### src/rtl/anim_race_sched_if.sv
// Signal bundle between the race scheduler and the game controller / display side.
// The scheduler takes the slave view; whoever produces steps and restarts takes the master view.
interface anim_race_sched_if;
    logic [2:0] req;
    logic       restart;
    logic [3:0] mode;
    logic       busy;
    logic       win_valid;
    logic [1:0] winner;
    logic       off;

    modport master (
        output req,
        output restart,
        input  mode,
        input  busy,
        input  win_valid,
        input  winner,
        input  off
    );

    modport slave (
        input  req,
        input  restart,
        output mode,
        output busy,
        output win_valid,
        output winner,
        output off
    );
endinterface

### src/rtl/anim_race_sched.sv
// Three-player race scheduler: round-robin step arbitration, per-animal frame tracking,
// held mode codes for a slow display, winner detection with blink, and restore on restart.
module anim_race_sched #(
    parameter int unsigned HOLD_CYCLES  = 600,
    parameter int unsigned HOLD_W       = 10,
    parameter int unsigned BLINK_CYCLES = 250,
    parameter int unsigned BLINK_W      = 8
) (
    input  logic              clk,
    input  logic              rst,
    anim_race_sched_if.slave  bus_if
);

    typedef enum logic [1:0] {
        ST_IDLE    = 2'd0,
        ST_GRANT   = 2'd1,
        ST_DONE    = 2'd2,
        ST_RESTORE = 2'd3
    } state_t;

    localparam logic [3:0]         MODE_IDLE  = 4'b1111;
    localparam logic [1:0]         LAST_FRAME = 2'd3;
    localparam logic [HOLD_W-1:0]  HOLD_LOAD  = HOLD_W'(HOLD_CYCLES - 1);
    localparam logic [HOLD_W-1:0]  HOLD_ONE   = HOLD_W'(1);
    localparam logic [BLINK_W-1:0] BLINK_LAST = BLINK_W'(BLINK_CYCLES - 1);
    localparam logic [BLINK_W-1:0] BLINK_ONE  = BLINK_W'(1);

    state_t              state_q, state_d;
    logic [2:0]          pending_q, pending_d;
    logic [2:0][1:0]     frame_q, frame_d;
    logic [1:0]          rr_ptr_q, rr_ptr_d;
    logic [1:0]          gnt_q, gnt_d;
    logic [1:0]          phase_q, phase_d;
    logic [HOLD_W-1:0]   hold_q, hold_d;
    logic [BLINK_W-1:0]  blink_q, blink_d;
    logic [3:0]          mode_q, mode_d;
    logic                busy_q, busy_d;
    logic                win_valid_q, win_valid_d;
    logic [1:0]          winner_q, winner_d;
    logic                off_q, off_d;

    // Requests only count while a race is actually running.
    logic [2:0] req_acc;
    assign req_acc = (state_q == ST_IDLE || state_q == ST_GRANT) ? bus_if.req : 3'b000;

    // Candidate gi is the animal gi places after rr_ptr, wrapping modulo 3.
    logic [1:0] cand [3];
    logic [2:0] cand_hit;

    for (genvar gi = 0; gi < 3; gi++) begin : g_cand
        logic [2:0] sum;
        assign sum          = {1'b0, rr_ptr_q} + 3'(gi);
        assign cand[gi]     = (sum >= 3'd3) ? 2'(sum - 3'd3) : sum[1:0];
        assign cand_hit[gi] = pending_q[cand[gi]];
    end

    logic       pick_valid;
    logic [1:0] pick;
    logic [1:0] pick_frame;

    always_comb begin
        pick_valid = |cand_hit;
        pick       = 2'd0;
        if (cand_hit[0]) begin
            pick = cand[0];
        end else if (cand_hit[1]) begin
            pick = cand[1];
        end else if (cand_hit[2]) begin
            pick = cand[2];
        end
    end

    assign pick_frame = frame_q[pick] + 2'd1;

    always_comb begin
        state_d     = state_q;
        pending_d   = pending_q | req_acc;
        frame_d     = frame_q;
        rr_ptr_d    = rr_ptr_q;
        gnt_d       = gnt_q;
        phase_d     = phase_q;
        hold_d      = hold_q;
        blink_d     = blink_q;
        mode_d      = mode_q;
        busy_d      = busy_q;
        win_valid_d = win_valid_q;
        winner_d    = winner_q;
        off_d       = off_q;

        case (state_q)
            ST_IDLE: begin
                mode_d = MODE_IDLE;
                busy_d = 1'b0;
                if (pick_valid) begin
                    frame_d[pick]   = pick_frame;
                    // A fresh pulse on the same edge as the clear keeps the request alive.
                    pending_d[pick] = req_acc[pick];
                    mode_d          = {pick, pick_frame};
                    hold_d          = HOLD_LOAD;
                    rr_ptr_d        = (pick == 2'd2) ? 2'd0 : pick + 2'd1;
                    gnt_d           = pick;
                    busy_d          = 1'b1;
                    state_d         = ST_GRANT;
                end
            end

            ST_GRANT: begin
                if (hold_q == '0) begin
                    mode_d = MODE_IDLE;
                    busy_d = 1'b0;
                    if (frame_q[gnt_q] == LAST_FRAME) begin
                        state_d     = ST_DONE;
                        winner_d    = gnt_q;
                        win_valid_d = 1'b1;
                        pending_d   = 3'b000;
                        blink_d     = '0;
                        off_d       = 1'b0;
                    end else begin
                        state_d = ST_IDLE;
                    end
                end else begin
                    hold_d = hold_q - HOLD_ONE;
                end
            end

            ST_DONE: begin
                mode_d = MODE_IDLE;
                if (blink_q == BLINK_LAST) begin
                    blink_d = '0;
                    off_d   = ~off_q;
                end else begin
                    blink_d = blink_q + BLINK_ONE;
                end
            end

            ST_RESTORE: begin
                if (hold_q == '0) begin
                    if (phase_q == 2'd2) begin
                        state_d = ST_IDLE;
                        mode_d  = MODE_IDLE;
                        busy_d  = 1'b0;
                    end else begin
                        phase_d = phase_q + 2'd1;
                        mode_d  = {phase_q + 2'd1, 2'b00};
                        hold_d  = HOLD_LOAD;
                    end
                end else begin
                    hold_d = hold_q - HOLD_ONE;
                end
            end

            default: begin
                state_d = ST_IDLE;
                mode_d  = MODE_IDLE;
                busy_d  = 1'b0;
            end
        endcase

        // Restart overrides everything, including a step request on the same edge.
        if (bus_if.restart) begin
            pending_d   = 3'b000;
            frame_d     = '0;
            rr_ptr_d    = 2'd0;
            win_valid_d = 1'b0;
            winner_d    = 2'd0;
            off_d       = 1'b0;
            blink_d     = '0;
            phase_d     = 2'd0;
            hold_d      = HOLD_LOAD;
            mode_d      = 4'b0000;
            busy_d      = 1'b1;
            state_d     = ST_RESTORE;
        end
    end

    always_ff @(posedge clk or posedge rst) begin
        if (rst) begin
            state_q     <= ST_IDLE;
            pending_q   <= 3'b000;
            frame_q     <= '0;
            rr_ptr_q    <= 2'd0;
            gnt_q       <= 2'd0;
            phase_q     <= 2'd0;
            hold_q      <= '0;
            blink_q     <= '0;
            mode_q      <= MODE_IDLE;
            busy_q      <= 1'b0;
            win_valid_q <= 1'b0;
            winner_q    <= 2'd0;
            off_q       <= 1'b0;
        end else begin
            state_q     <= state_d;
            pending_q   <= pending_d;
            frame_q     <= frame_d;
            rr_ptr_q    <= rr_ptr_d;
            gnt_q       <= gnt_d;
            phase_q     <= phase_d;
            hold_q      <= hold_d;
            blink_q     <= blink_d;
            mode_q      <= mode_d;
            busy_q      <= busy_d;
            win_valid_q <= win_valid_d;
            winner_q    <= winner_d;
            off_q       <= off_d;
        end
    end

    assign bus_if.mode      = mode_q;
    assign bus_if.busy      = busy_q;
    assign bus_if.win_valid = win_valid_q;
    assign bus_if.winner    = winner_q;
    assign bus_if.off       = off_q;

endmodule
### src/flat_wrapper.sv
// flat-port wrapper written by rule: the top's interface ports become plain ports
module anim_race_sched_flat 
#(
    parameter int unsigned HOLD_CYCLES  = 600,
    parameter int unsigned HOLD_W       = 10,
    parameter int unsigned BLINK_CYCLES = 250,
    parameter int unsigned BLINK_W      = 8
)
  (clk, rst, bus_if_req, bus_if_restart, bus_if_mode, bus_if_busy, bus_if_win_valid, bus_if_winner, bus_if_off);
  anim_race_sched_if bus_if_i ();
  input  logic clk;
  input  logic rst;
  input wire logic [$bits(bus_if_i.req)-1:0] bus_if_req;
  input wire logic [$bits(bus_if_i.restart)-1:0] bus_if_restart;
  output wire logic [$bits(bus_if_i.mode)-1:0] bus_if_mode;
  output wire logic [$bits(bus_if_i.busy)-1:0] bus_if_busy;
  output wire logic [$bits(bus_if_i.win_valid)-1:0] bus_if_win_valid;
  output wire logic [$bits(bus_if_i.winner)-1:0] bus_if_winner;
  output wire logic [$bits(bus_if_i.off)-1:0] bus_if_off;
  assign bus_if_i.req = bus_if_req;
  assign bus_if_i.restart = bus_if_restart;
  assign bus_if_mode = bus_if_i.mode;
  assign bus_if_busy = bus_if_i.busy;
  assign bus_if_win_valid = bus_if_i.win_valid;
  assign bus_if_winner = bus_if_i.winner;
  assign bus_if_off = bus_if_i.off;
  anim_race_sched #(.HOLD_CYCLES(HOLD_CYCLES), .HOLD_W(HOLD_W), .BLINK_CYCLES(BLINK_CYCLES), .BLINK_W(BLINK_W)) u_core (.clk(clk), .rst(rst), .bus_if(bus_if_i));
endmodule
### config.mk
export PLATFORM = sky130hd
export DESIGN_NAME = anim_race_sched_flat
export DESIGN_NICKNAME = d
export VERILOG_FILES = /design/src/rtl/anim_race_sched_if.sv /design/src/rtl/anim_race_sched.sv /design/src/flat_wrapper.sv
export SDC_FILE = /design/constraint.sdc
export NUM_CORES = 1
export LEC_CHECK = 0
export ABC_AREA = 1
export CAP_MARGIN = 20
export CORE_MARGIN = 2
export CORE_UTILIZATION = 60
export DETAILED_ROUTE_END_ITERATION = 6
export GPL_ROUTABILITY_DRIVEN = 0
export PLACE_DENSITY_LB_ADDON = 0.08
export SLEW_MARGIN = 20
export SYNTH_ARGS = -nofsm -noshare
export SYNTH_HDL_FRONTEND = slang
export SYNTH_SLANG_ARGS = --single-unit
### constraint.sdc
create_clock -name clk -period 4.7 [get_ports clk]
set_input_delay 0.47 -clock clk [delete_from_list [all_inputs] [get_ports clk]]
set_output_delay 0.47 -clock clk [all_outputs]
set_load 0.02 [all_outputs]
==> results.sh <==
export IMPL_outcome="complete, no violations"
export IMPL_avgSynthCellArea_sq_um=7.420
export IMPL_synthXorXnorAreaFrac=0.01521
export IMPL_power_mw=1.877
export IMPL_grt_setup_unrepaired="no"
export IMPL_clkTransAtPathRegs_ns=0.09
export IMPL_cp_end_kind="flop"
export IMPL_yosysTopAreaCell="dfrtp_1"
export IMPL_holdPathEnd="u_core.bus_if.mode[3]$_DFFE_PP1P_"
export IMPL_final_nets=425
export IMPL_n_antenna_cell=0
export IMPL_first_iter_violations=230
export IMPL_hold_path_class="reg -> reg"
export IMPL_firstDrtPassIters=5
export IMPL_syn_area_sq_um=2879
export IMPL_fin_crit_ns=2.272
export IMPL_cts_sinks=44
export IMPL_grt_usage=0.2448
export IMPL_cp_required_ns=4.90
export IMPL_core_sq_um=4661
export IMPL_grt_pass1_wl_microns=10270
export IMPL_yosys_area_share_simple=0.3125
export IMPL_portBuffers=14
export IMPL_syn_to_final_growth_pct=11.04
export IMPL_power_per_cell_area_nw_per_um2=587.1
export IMPL_worstSkewPairLatency_ns=0.30
export IMPL_synth_top_family_by_area="simple AND/OR/NAND/NOR gates"
export IMPL_crit_path_max_incr_delay_ns=0.61
export IMPL_place_ws_ns=2.123
export IMPL_antenna_found_initial=0
export IMPL_die_area_sq_um=5368
export IMPL_antenna_left=0
export IMPL_cts_tree="yes"
export IMPL_drive_gt1_frac=0.1229
export IMPL_fillers=402
export IMPL_synth_fa_ha_area_frac=0.05650
export IMPL_path_max_fanout=23
export IMPL_worstHoldStart="u_core.bus_if.mode[3]$_DFFE_PP1P_"
export IMPL_fin_skew_ns=0.01106
export IMPL_rrSetupSlack_ns=2.52
export IMPL_synth_flop_cell="dfrtp_1"
export IMPL_dieWidth_microns=73.27
export IMPL_ys_seq_elements=44
export IMPL_synth_cell_types=40
export IMPL_muxShareOfSynthArea=0
export IMPL_setup_ws_ns=2.428
export IMPL_slew_headroom=0.5371
export IMPL_synth_compound_area_share=0.1417
export IMPL_cts_resized=0
export IMPL_ys_top_cells_by_area="dfrtp_1 (35%), nand2_1 (11%), nand3_1 (7.6%), inv_1 (6.8%), o21ai_0 (5.7%)"
export IMPL_cts_inserted_buffers=5
export IMPL_crit_chain="clkdlybuf4s50_1 > inv_1 > o21ai_4 > a21oi_4 > inv_4 > nand2_1 > xor2_1 > nor2_1"
export IMPL_finalCritPeriodShare=0.4835
export IMPL_synth_fp_nets=407
export IMPL_cp_arrival_ns=2.47
export IMPL_finalMaxSlewViolations=0
export IMPL_worstReg2RegEnd="u_core.frame_q[0]$_DFFE_PP0P_"
export IMPL_dp_hpwl_microns=4535
export IMPL_tightestPinTransition_ns=0.6936
export IMPL_yosysSeqAreaShare=0.3842
export IMPL_whs_path_depth=2
export IMPL_cts_hold_fix_buffers=0
export IMPL_rows=25
export IMPL_critPathKind="in -> reg"
export IMPL_clockRootBuffer="clkbuf_8"
export IMPL_swShare=0.4765
export IMPL_rr_worst_depth=14
export IMPL_post_cts_setup_buffers=0
export IMPL_async_reset_ff_frac=1.000
export IMPL_synth_edff_count=0
export IMPL_grt_ovfl_total=0
export IMPL_grt_pass1_vias=2327
export IMPL_yosysWarnings=0
export IMPL_cts_max_path_buffers=2
export IMPL_timing_rr_start="u_core.rr_ptr_q[0]$_DFFE_PP0P_"
export IMPL_ioPinCount=15
export IMPL_grt_max_degree=45
export IMPL_p_switching_uw=894.3
export IMPL_drc=0
export IMPL_timing_max_cap_violations=0
export IMPL_num_vias=2529
export IMPL_max_vdd_ir_drop_mv=0.3366
export IMPL_routedWlPerCell_microns=12.82
export IMPL_fmax_ghz=0.4401
export IMPL_p_comb_frac=0.548
export IMPL_wl_microns=5908
export IMPL_finalSetupTns_ns=0
export IMPL_die_y_microns=73.27
export IMPL_setup_viol=0
export IMPL_yosysTopAreaCellShare=0.3477
export IMPL_power_leakage_nw=1.515
export IMPL_slowest_stage="inv_1"
export IMPL_cp_start_kind="input port"
export IMPL_clockPowerShare=0.170
export IMPL_htree_levels=2
export IMPL_share_seq_of_total_power=0.283
export IMPL_hold_viol_final=0
export IMPL_intPower_uw=982.5
export IMPL_initial_core_util=0.6177
export IMPL_via_per_inst=5.486
export IMPL_syn_inst=388
[cells in the mapped netlist (5+ instances only)]
cell type  instances
inv_2              9
o21ai_0           33
a31oi_1            5
nand4_1            5
ha_1              13
o21ai_1            5
xor2_1             5
nand2_1           87
dfrtp_1           40
inv_1             52
nand3_1           44
nor2_1            29
a21oi_1           12
nand2_2            8
[power by group through the flow]
stage          sequential (mW)  clock (mW)  combinational [mW]
2_1_floorplan            0.559           0               0.762
3_3_place_gp             0.536           0                1.00
3_5_place_dp             0.538           0                1.02
4_1_cts                  0.531       0.323                1.02
5_1_grt                  0.542       0.338                1.17
6_report                 0.530       0.318                1.03
[worst max-delay path by stage]
| stage | startpoint | endpoint | slack [ns] | cells past startpoint |
|---|---|---|---|---|
| 6_report | bus_if_restart | u_core.blink_q[3]$_DFFE_PP0P_ | 2.43 | 8 |
| 5_1_grt | u_core.state_q[1]$_DFFE_PP0P_ | u_core.hold_q[8]$_DFFE_PP0P_ | 2.26 | 13 |
| 4_1_cts | bus_if_restart | u_core.blink_q[3]$_DFFE_PP0P_ | 2.44 | 8 |
| 3_5_place_dp | bus_if_restart | u_core.blink_q[3]$_DFFE_PP0P_ | 2.12 | 8 |
| 3_3_place_gp | bus_if_restart | u_core.blink_q[2]$_DFFE_PP0P_ | 2.18 | 8 |
| 2_1_floorplan | u_core.rr_ptr_q[0]$_DFFE_PP0P_ | u_core.hold_q[6]$_DFFE_PP0P_ | 2.83 | 16 |
[flip-flops by register name (all words and copies together) (netlist names)]
| signal | count |
|---|---|
| u_core.phase_q | 2 |
| u_core.bus_if.off | 1 |
| u_core.pending_q | 3 |
| u_core.rr_ptr_q | 2 |
| u_core.state_q | 2 |
| u_core.bus_if.busy | 1 |
| u_core.blink_q | 8 |
| u_core.hold_q | 10 |
| u_core.gnt_q | 2 |
| u_core.bus_if.mode | 4 |
| u_core.bus_if.win_valid | 1 |
| u_core.bus_if.winner | 2 |
| u_core.frame_q | 6 |
[final cells by class]
| class | count | area, sq um | area share |
|---|---|---|---|
| clock buffers | 7 | 96.34 | 0.03014 |
| well taps | 54 | 67.56 | 0.02114 |
| multi-input cells | 278 | 1514 | 0.4736 |
| repair buffers | 15 | 147.6 | 0.04618 |
| flip-flops and latches | 44 | 1106 | 0.3460 |
| inverters | 62 | 235.2 | 0.07358 |
| clock inverters | 1 | 30.03 | 0.009393 |
[cell usage in the layout, fill, tap and decap left out, types with 2 or more instances in the layout]
cell              n
o31ai_1           2
xor2_1            5
ha_1             13
nand2_2           8
o21ai_0          33
inv_2             9
clkbuf_8          7
o21ai_1           5
clkdlybuf4s50_1  14
dfstp_2           4
nor2_1           29
a31oi_1           5
a21oi_1          12
nor2_4            2
nand2_1          87
nor2_2            4
o21ai_2           2
inv_1            51
nor3_1            4
nand3_2           2
dfrtp_1          40
o22ai_1           2
nand4_1           5
nand3_1          44
[routing by layer]
| layer | vias to the layer above | track usage | share of wire |
|---|---|---|---|
| met1 | 1159 | 0.3575 | 0.51 |
| met5 | - | 0 | 0 |
| met3 | 10 | 0.04938 | 0.046 |
| met4 | 0 | 0.07819 | 0.015 |
| li1 | 1304 | - | - |
| met2 | 56 | 0.3654 | 0.43 |
[cell families after synthesis]
logic type	Yosys count
simple gates	191
compound gates	69
buf+inv	66
flops	44
fa+ha+maj	13
xor+xnor	5
[critical path: cells and delay by family]
kind                      cells  cell delay (ns)
and+or+nand+nor               2             0.13
AOI/OAI and AO/OA             2             0.45
buffers and inverters         3             1.26
xor gates and xnor gates      1             0.15
[stage by stage]
step                      instance area (sq um)  hold slack [ns]    util  instances
after floorplan                            2879           0.4515       -        388
after global placement                     3070           0.4582  0.6588        453
after detailed placement                   3070           0.4563  0.6588        453
after CTS                                  3197           0.4712  0.6859        461
after global routing                       3197           0.4851  0.6859        461
final                                      3197           0.4701  0.6859        461
Power figures use the tool's default switching activity.
